==> src/rtl/busca_instrucao_pkg.sv <==
// Shared definitions for the instruction fetch stage: FSM encoding, opcodes
// and instruction field positions.
package busca_instrucao_pkg;

    typedef enum logic [1:0] {
        INICIO  = 2'd0,
        ESPERA  = 2'd1,
        ENTREGA = 2'd2,
        PARADO  = 2'd3
    } estado_t;

    localparam logic [2:0] OP_ADD    = 3'b000;
    localparam logic [2:0] OP_COPY   = 3'b001;
    localparam logic [2:0] OP_READ   = 3'b010;
    localparam logic [2:0] OP_WRITE  = 3'b011;
    localparam logic [2:0] OP_IFZERO = 3'b100;
    localparam logic [2:0] OP_JUMP   = 3'b101;
    localparam logic [2:0] OP_SET    = 3'b110;
    localparam logic [2:0] OP_STOP   = 3'b111;

    localparam int OPC_MSB   = 15;
    localparam int OPC_LSB   = 13;
    localparam int BV_MSB    = 12;
    localparam int BV_LSB    = 11;
    localparam int CAMPO_MSB = 10;
    localparam int CAMPO_LSB = 0;

endpackage

==> src/rtl/busca_instrucao_contador_pc.sv <==
// Program counter: a redirect load beats the sequential increment.
module contador_pc #(
    parameter int AW = 8
) (
    input  logic          clock,
    input  logic          reset,
    input  logic          carga,
    input  logic [AW-1:0] valor,
    input  logic          incrementa,
    output logic [AW-1:0] pc
);

    always_ff @(posedge clock or posedge reset) begin
        if (reset)
            pc <= '0;
        else if (carga)
            pc <= valor;
        else if (incrementa)
            pc <= pc + {{(AW-1){1'b0}}, 1'b1};
    end

endmodule

==> src/rtl/busca_instrucao.sv <==
// Instruction fetch stage: PC, imem req/ack fetch, decoded fields with valid/ready.
// Optional accepted-instruction counter enabled by BUSCA_CONTADOR_EN.
module busca_instrucao
    import busca_instrucao_pkg::*;
#(
    parameter int AW = 8,
    parameter int IW = 16
) (
    input  logic          clock,
    input  logic          reset,
    output logic          imem_req,
    output logic [AW-1:0] imem_addr,
    input  logic          imem_ack,
    input  logic [IW-1:0] imem_dado,
    output logic          instr_valida,
    input  logic          instr_pronta,
    output logic [2:0]    opcode,
    output logic [1:0]    BitVerificacao,
    output logic [10:0]   campo,
    output logic [AW-1:0] pc_atual,
    input  logic          desvio,
    input  logic [AW-1:0] alvo,
    output logic          parado
`ifdef BUSCA_CONTADOR_EN
    ,
    output logic [15:0]   instr_cont
`endif
);

    estado_t       estado, prox_estado;
    logic [AW-1:0] pc;
    logic [AW-1:0] alvo_pendente;
    logic          descarta;
    logic          carga_pc, inc_pc;
    logic [AW-1:0] valor_pc;
    logic          em_espera, em_entrega, ack_ok, captura, aceita;

    assign em_espera  = (estado == ESPERA);
    assign em_entrega = (estado == ENTREGA);
    assign ack_ok     = em_espera && imem_ack;
    assign captura    = ack_ok && !descarta && !desvio;
    assign aceita     = em_entrega && instr_pronta && !desvio;

    // A redirect in the ack cycle is the newest target, so it wins over a pending one.
    assign carga_pc = (ack_ok && (descarta || desvio)) || (em_entrega && desvio);
    assign valor_pc = desvio ? alvo : alvo_pendente;
    assign inc_pc   = captura;

    contador_pc #(.AW(AW)) u_pc (
        .clock      (clock),
        .reset      (reset),
        .carga      (carga_pc),
        .valor      (valor_pc),
        .incrementa (inc_pc),
        .pc         (pc)
    );

    // PC only moves on the ack cycle in ESPERA, so the address holds for the whole request.
    assign imem_addr = pc;

    always_ff @(posedge clock or posedge reset) begin
        if (reset)
            estado <= INICIO;
        else
            estado <= prox_estado;
    end

    always_comb begin
        prox_estado = estado;
        case (estado)
            INICIO:  prox_estado = ESPERA;
            ESPERA:  if (captura) prox_estado = ENTREGA;
            ENTREGA: begin
                if (desvio)
                    prox_estado = ESPERA;
                else if (instr_pronta)
                    prox_estado = (opcode == OP_STOP) ? PARADO : ESPERA;
            end
            PARADO:  prox_estado = PARADO;
            default: prox_estado = INICIO;
        endcase
    end

    always_comb begin
        imem_req     = 1'b0;
        instr_valida = 1'b0;
        parado       = 1'b0;
        case (estado)
            ESPERA:  imem_req     = 1'b1;
            ENTREGA: instr_valida = 1'b1;
            PARADO:  parado       = 1'b1;
            default: ;
        endcase
    end

    always_ff @(posedge clock or posedge reset) begin
        if (reset) begin
            opcode         <= '0;
            BitVerificacao <= '0;
            campo          <= '0;
            pc_atual       <= '0;
            descarta       <= 1'b0;
            alvo_pendente  <= '0;
        end else begin
            if (captura) begin
                opcode         <= imem_dado[OPC_MSB:OPC_LSB];
                BitVerificacao <= imem_dado[BV_MSB:BV_LSB];
                campo          <= imem_dado[CAMPO_MSB:CAMPO_LSB];
                pc_atual       <= pc;
            end
            if (ack_ok)
                descarta <= 1'b0;
            else if (em_espera && desvio) begin
                descarta      <= 1'b1;
                alvo_pendente <= alvo;
            end
        end
    end

`ifdef BUSCA_CONTADOR_EN
    always_ff @(posedge clock or posedge reset) begin
        if (reset)
            instr_cont <= '0;
        else if (aceita)
            instr_cont <= instr_cont + 16'd1;
    end
`endif

endmodule

==> config.mk <==
export PLATFORM = sky130hd
export DESIGN_NAME = busca_instrucao
export DESIGN_NICKNAME = d
export VERILOG_FILES = /design/src/rtl/busca_instrucao_pkg.sv /design/src/rtl/busca_instrucao_contador_pc.sv /design/src/rtl/busca_instrucao.sv
export SDC_FILE = /design/constraint.sdc
export NUM_CORES = 1
export LEC_CHECK = 0
export CORE_ASPECT_RATIO = 1.1
export CORE_MARGIN = 2
export CORE_UTILIZATION = 46
export DETAILED_ROUTE_END_ITERATION = 7
export PLACE_DENSITY = 0.79
export SLEW_MARGIN = 40
export SYNTH_ARGS = -nofsm -noshare
export SYNTH_HDL_FRONTEND = slang
export SYNTH_SLANG_ARGS = --single-unit
==> constraint.sdc <==
create_clock -name clock -period 2 [get_ports clock]
set_input_delay 0.6 -clock clock [delete_from_list [all_inputs] [get_ports clock]]
set_output_delay 0.6 -clock clock [all_outputs]
set_load 0.01 [all_outputs]
[After elaboration in Yosys (flattened, before gate mapping)]
Cells that the tools add are included.
Operators by class
  $add $sub $neg: 1
  equal/unequal tests: 6
  mux-type cells: 13
  bitwise logic cells: 1
  reduce and logical (&&, ||, !) cells: 15
Operators with widths (count)
  $mux 8: 3
  $add 8x1->8 const B: 1
  $mux 2: 4
  $pmux 2 s4: 1
  $logic_and 1x1->1: 6
  $mux 1: 5
  $eq 2x2->1 const B: 2
  $reduce_and 2->1: 2
  $reduce_bool 2->1: 2
  $eq 3x3->1 const B: 1
  $ne 3x3->1 const B: 1
  $eq 2x1->1 const B: 1
  $logic_not 1->1: 2
  $logic_not 2->1: 1
  $logic_or 1x1->1: 2
  $ne 2x1->1 const B: 1
  $not 1->1: 1
Storage, ports and cells
  bits in registers: 43
  input bits: 29
  output and inout port bits: 35
  logic and storage cells: 44

[Logic depth before layout (Yosys ltp)]
  word-level depth: 6
  depth in mapped cells: 5
  depth with buffers taken out: 5

[By module]
Synthesis repeated with hierarchy kept, for this count alone.
Second synthesis, totals
  cell total of the unflattened synthesis: 146
  area, all modules: 1913.1 sq um
Modules (own cells, without submodules)
  busca_instrucao: times used 1, cells each 96, area each 1467.7 sq um, sequential area each 875.8 sq um
  contador_pc: times used 1, cells each 50, area each 445.4 sq um, sequential area each 200.2 sq um

[Least setup slack after synthesis]
Ideal clock, no wire load.
  path type: input-to-reg
  start: input desvio
  end: register BitVerificacao[0]
  library setup time: 125 ps
  arrival time: 1623 ps
  data required time: 1875 ps
  setup slack: 252 ps
  stages on the path: 5
  buffers on the path: 2
  path through: nor2_1 -> and2_4 -> buf_6 -> buf_12 -> mux2_4
On the way
  longest elaborated chain between the ends: 2
Ends and longest elaborated chain
  start, declared: line busca_instrucao.sv:21  | input logic desvio,
  $logic_not 1->1
  $logic_and 1x1->1: line busca_instrucao.sv:41  | assign captura = ack_ok && !descarta && !desvio;
  end signal, assigned: line busca_instrucao.sv:107  | BitVerificacao <= imem_dado[BV_MSB:BV_LSB];
  end, declared: line busca_instrucao.sv:18  | output logic [1:0] BitVerificacao,
Every way passes these cells.
A chain may end at the register's enable or synchronous reset.

[Worst setup path after layout]
  start: register estado[1]
  end: output imem_req
On the way
  longest elaborated chain between the ends: 2
Ends and longest elaborated chain
  start, declared: line busca_instrucao.sv:30  | estado_t estado, prox_estado;
  start signal, assigned: line busca_instrucao.sv:65  | estado <= prox_estado;
  $eq 2x1->1: line busca_instrucao.sv:88  | case (estado)
  $mux 1: line busca_instrucao.sv:88
  end, declared: line busca_instrucao.sv:11  | output logic imem_req,
Every way passes these cells.

==> flow_summary.json <==
{
  "swShare_pct": 31.8,
  "cp-end-kind": "primary output",
  "path_depth": 3,
  "nFillCells": 314,
  "synth-edff-count": 0,
  "power.internal_mw": 3.06,
  "cp_num_buf_inv": 2,
  "dpl.hpwl_mm": 3.27,
  "timing.final.hold_violations": 0,
  "synthCells": 152,
  "core-area_um2": 4220,
  "min_path_cells": 1,
  "post-route-period-util_pct": 97.4,
  "cts_tree": "done",
  "layout.nets": 266,
  "dr.pass1.iters": 4,
  "grt_usage_pct": 20.5,
  "setup_viol": 0,
  "ir_drop_v": 0.000877,
  "clock_path_buffers": 2,
  "numCtsBuffers": 5,
  "p_seq_share_pct": 36.3,
  "drive_above_1_share_pct": 29.1,
  "grt_max_degree": 28,
  "yosysSeqAreaShare_pct": 53.9,
  "dieWidth_um": 66.8,
  "h-tree-depth": 2,
  "synth.avg_cell_area_um2": 13.1,
  "critPathLaunchType": "register",
  "worst_ep_required_time_ns": 1.40,
  "antenna_found_initial": 0,
  "clkTransAtPathRegs_ns": 0.08,
  "vias": 1542,
  "syn_nets": 182,
  "vias_per_cell": 5.30,
  "wirelength_mm": 4.59,
  "grt_pass1_wl_mm": 7.52,
  "pwr-share-clk_pct": 15.5,
  "relSlewSlack_pct": 58.1,
  "fin_skew_ns": 0.00344,
  "critical_path_arrival_ns": 1.35,
  "place_ws_ns": -0.0557,
  "drv_slew": 0,
  "cp_slowest_stage_delay_ns": 0.40,
  "path_class": "reg -> out",
  "power_frac_comb_pct": 48.2,
  "r2r_setup_slack_ns": 0.36,
  "p_switching_mw": 1.43,
  "overflow": 0,
  "grt_pass1_vias": 1571,
  "area_growth_syn_to_layout_pct": 47.7,
  "netlist_area_um2": 2000,
  "ios": 64,
  "antenna_left": 0,
  "worst_pin_slew_ns": 0.625,
  "async_flop_share_pct": 100,
  "cap_violations": 0,
  "initial_core_util_pct": 47.3,
  "rows": 25,
  "crit_fanout": 4,
  "period_needed_ns": 1.95,
  "whs_ns": 0.508,
  "dieArea_um2": 4880,
  "status": "finished clean",
  "insertion_delay_ns": 0.29,
  "synth-main-ff-cell": "dfrtp_1",
  "cts-root-buf": "clkbuf_8",
  "fp.dieH_um": 73.1,
  "cellLeakagePower_nw": 1.25,
  "cp_cell_sequence": "buf_4 -> and2b_2 -> clkdlybuf4s15_1",
  "ys_types": 37,
  "drc": 0,
  "clock-sinks": 43,
  "worst-r2r-cell-count": 4,
  "max_freq_mhz": 513,
  "avgRoutedWirePerCell_um": 15.8,
  "min_path_type": "reg -> reg",
  "gp_congestion": 0.783,
  "diodes": 0,
  "power_density_nw_per_um2": 1520,
  "cp_top_family": "buffers and inverters",
  "setup_ws_ns": 0.0521,
  "ys_ff_latch": 43,
  "layout_commonest_cell": "clkdlybuf4s50_1",
  "yosysWarnings": 0,
  "drt-initial-drc-count": 39,
  "mostFrequentLayoutCells": "clkdlybuf4s50_1, dfrtp_1, mux2_4",
  "io_buffers": 63,
  "cp_slowest_cell": "dfrtp_1"
}
## power groups by stage
stage | registers (mW) | logic [mW] | clock network [mW]
finish | 1.63 | 2.16 | 0.698
floorplan | 1.74 | 0.957 | 0
detailed placement | 1.65 | 2.13 | 0
global route | 1.69 | 2.34 | 0.741
global placement | 1.63 | 2.08 | 0
CTS | 1.63 | 2.17 | 0.705
## final timing paths
check / startpoint / end
setup / recovery: estado[1]$_DFFE_PP0P_ / imem_req
hold / removal: pc_atual[4]$_DFFE_PP0P_ / pc_atual[4]$_DFFE_PP0P_
setup reg to reg: descarta$_DFFE_PP0P_ / campo[2]$_DFFE_PP0P_
hold reg to reg: pc_atual[4]$_DFFE_PP0P_ / pc_atual[4]$_DFFE_PP0P_
max in group asynchronous: reset / pc_atual[1]$_DFFE_PP0P_
min in group asynchronous: reset / campo[10]$_DFFE_PP0P_
## worst reg2reg max path: stages (launching register included)
cell and delay [ns]:
dfrtp_1 0.55, nor2_1 0.27, and2_4 0.25, buf_12 0.13, mux2_2 0.34
## layer usage
layer / GRT usage, % / up-vias / part of all wire (%)
met5: 0 / - / 0
met4: 7.48 / 0 / 2.2
met3: 5.09 / 10 / 7.5
met2: 34.1 / 69 / 50
met1: 25.8 / 741 / 41
li1: - / 722 / -
## stage by stage
stage                     total power, mW  std cells  utilization, %  area [µm²]  TNS [ns]
final                                4.49        291            69.8        2950         0
after global routing                 4.77        291            69.8        2950   -0.0148
after CTS                            4.51        291            69.8        2950         0
after detailed placement             3.77        281            66.7        2820     -1.01
after global placement               3.71        281            66.7        2820    -0.837
after floorplan                      2.69        152               -        2000         0
## cell type report
cell class / instances / area [µm²] / area share (%)
tap: 54 / 67.6 / 2.29
clock buffer: 6 / 82.6 / 2.80
timing repair buffer: 83 / 828 / 28.1
clock inverter: 2 / 35.0 / 1.19
sequential: 43 / 1080 / 36.5
inverter: 3 / 11.3 / 0.382
multi-input combinational: 100 / 847 / 28.7
## cell usage after synthesis (2+ instances only)
library cell / n / area share, %
dfrtp_1: 43 / 54
mux2_4: 17 / 13
a21oi_1: 15 / 3.8
mux2_2: 15 / 8.5
nand2_1: 6 / 1.1
o21ai_0: 6 / 1.5
nor2_1: 5 / 0.94
nand3_1: 4 / 1.0
o22ai_1: 4 / 1.3
inv_1: 3 / 0.56
o22a_1: 3 / 1.3
buf_12: 2 / 2.0
mux2i_1: 2 / 1.0
nand2b_1: 2 / 0.63
nand4_1: 2 / 0.63
nor3_1: 2 / 0.50
## what timing repair did
action,4_1_cts,5_1_grt
hold endpoints to repair,0,0
hold buffers,0,0
setup endpoints to repair,2,1
buffers inserted,2,0
cloned,0,0
gates resized for setup,4,1
## kinds of logic (layout without fill, tap and decap cells)
family                   Yosys count  count (layout)  synth area share, %
AO/OA/AOI/OAI                     36              36                 11.4
buffers and inverters              9              94                 3.76
multiplexers                      34              34                 22.3
adder cells (fa/ha/maj)            1               1                0.627
AND/OR/NAND/NOR                   29              29                 8.03
flip-flops                        43              43                 53.9
## flip-flops by register name, indices dropped and copies added, names as in the netlist
signal	flops
campo	11
pc_atual	8
u_pc.pc	8
opcode	3
BitVerificacao	2
alvo_pendente	8
estado	2
descarta	1
(Power assumes the default switching activity.)
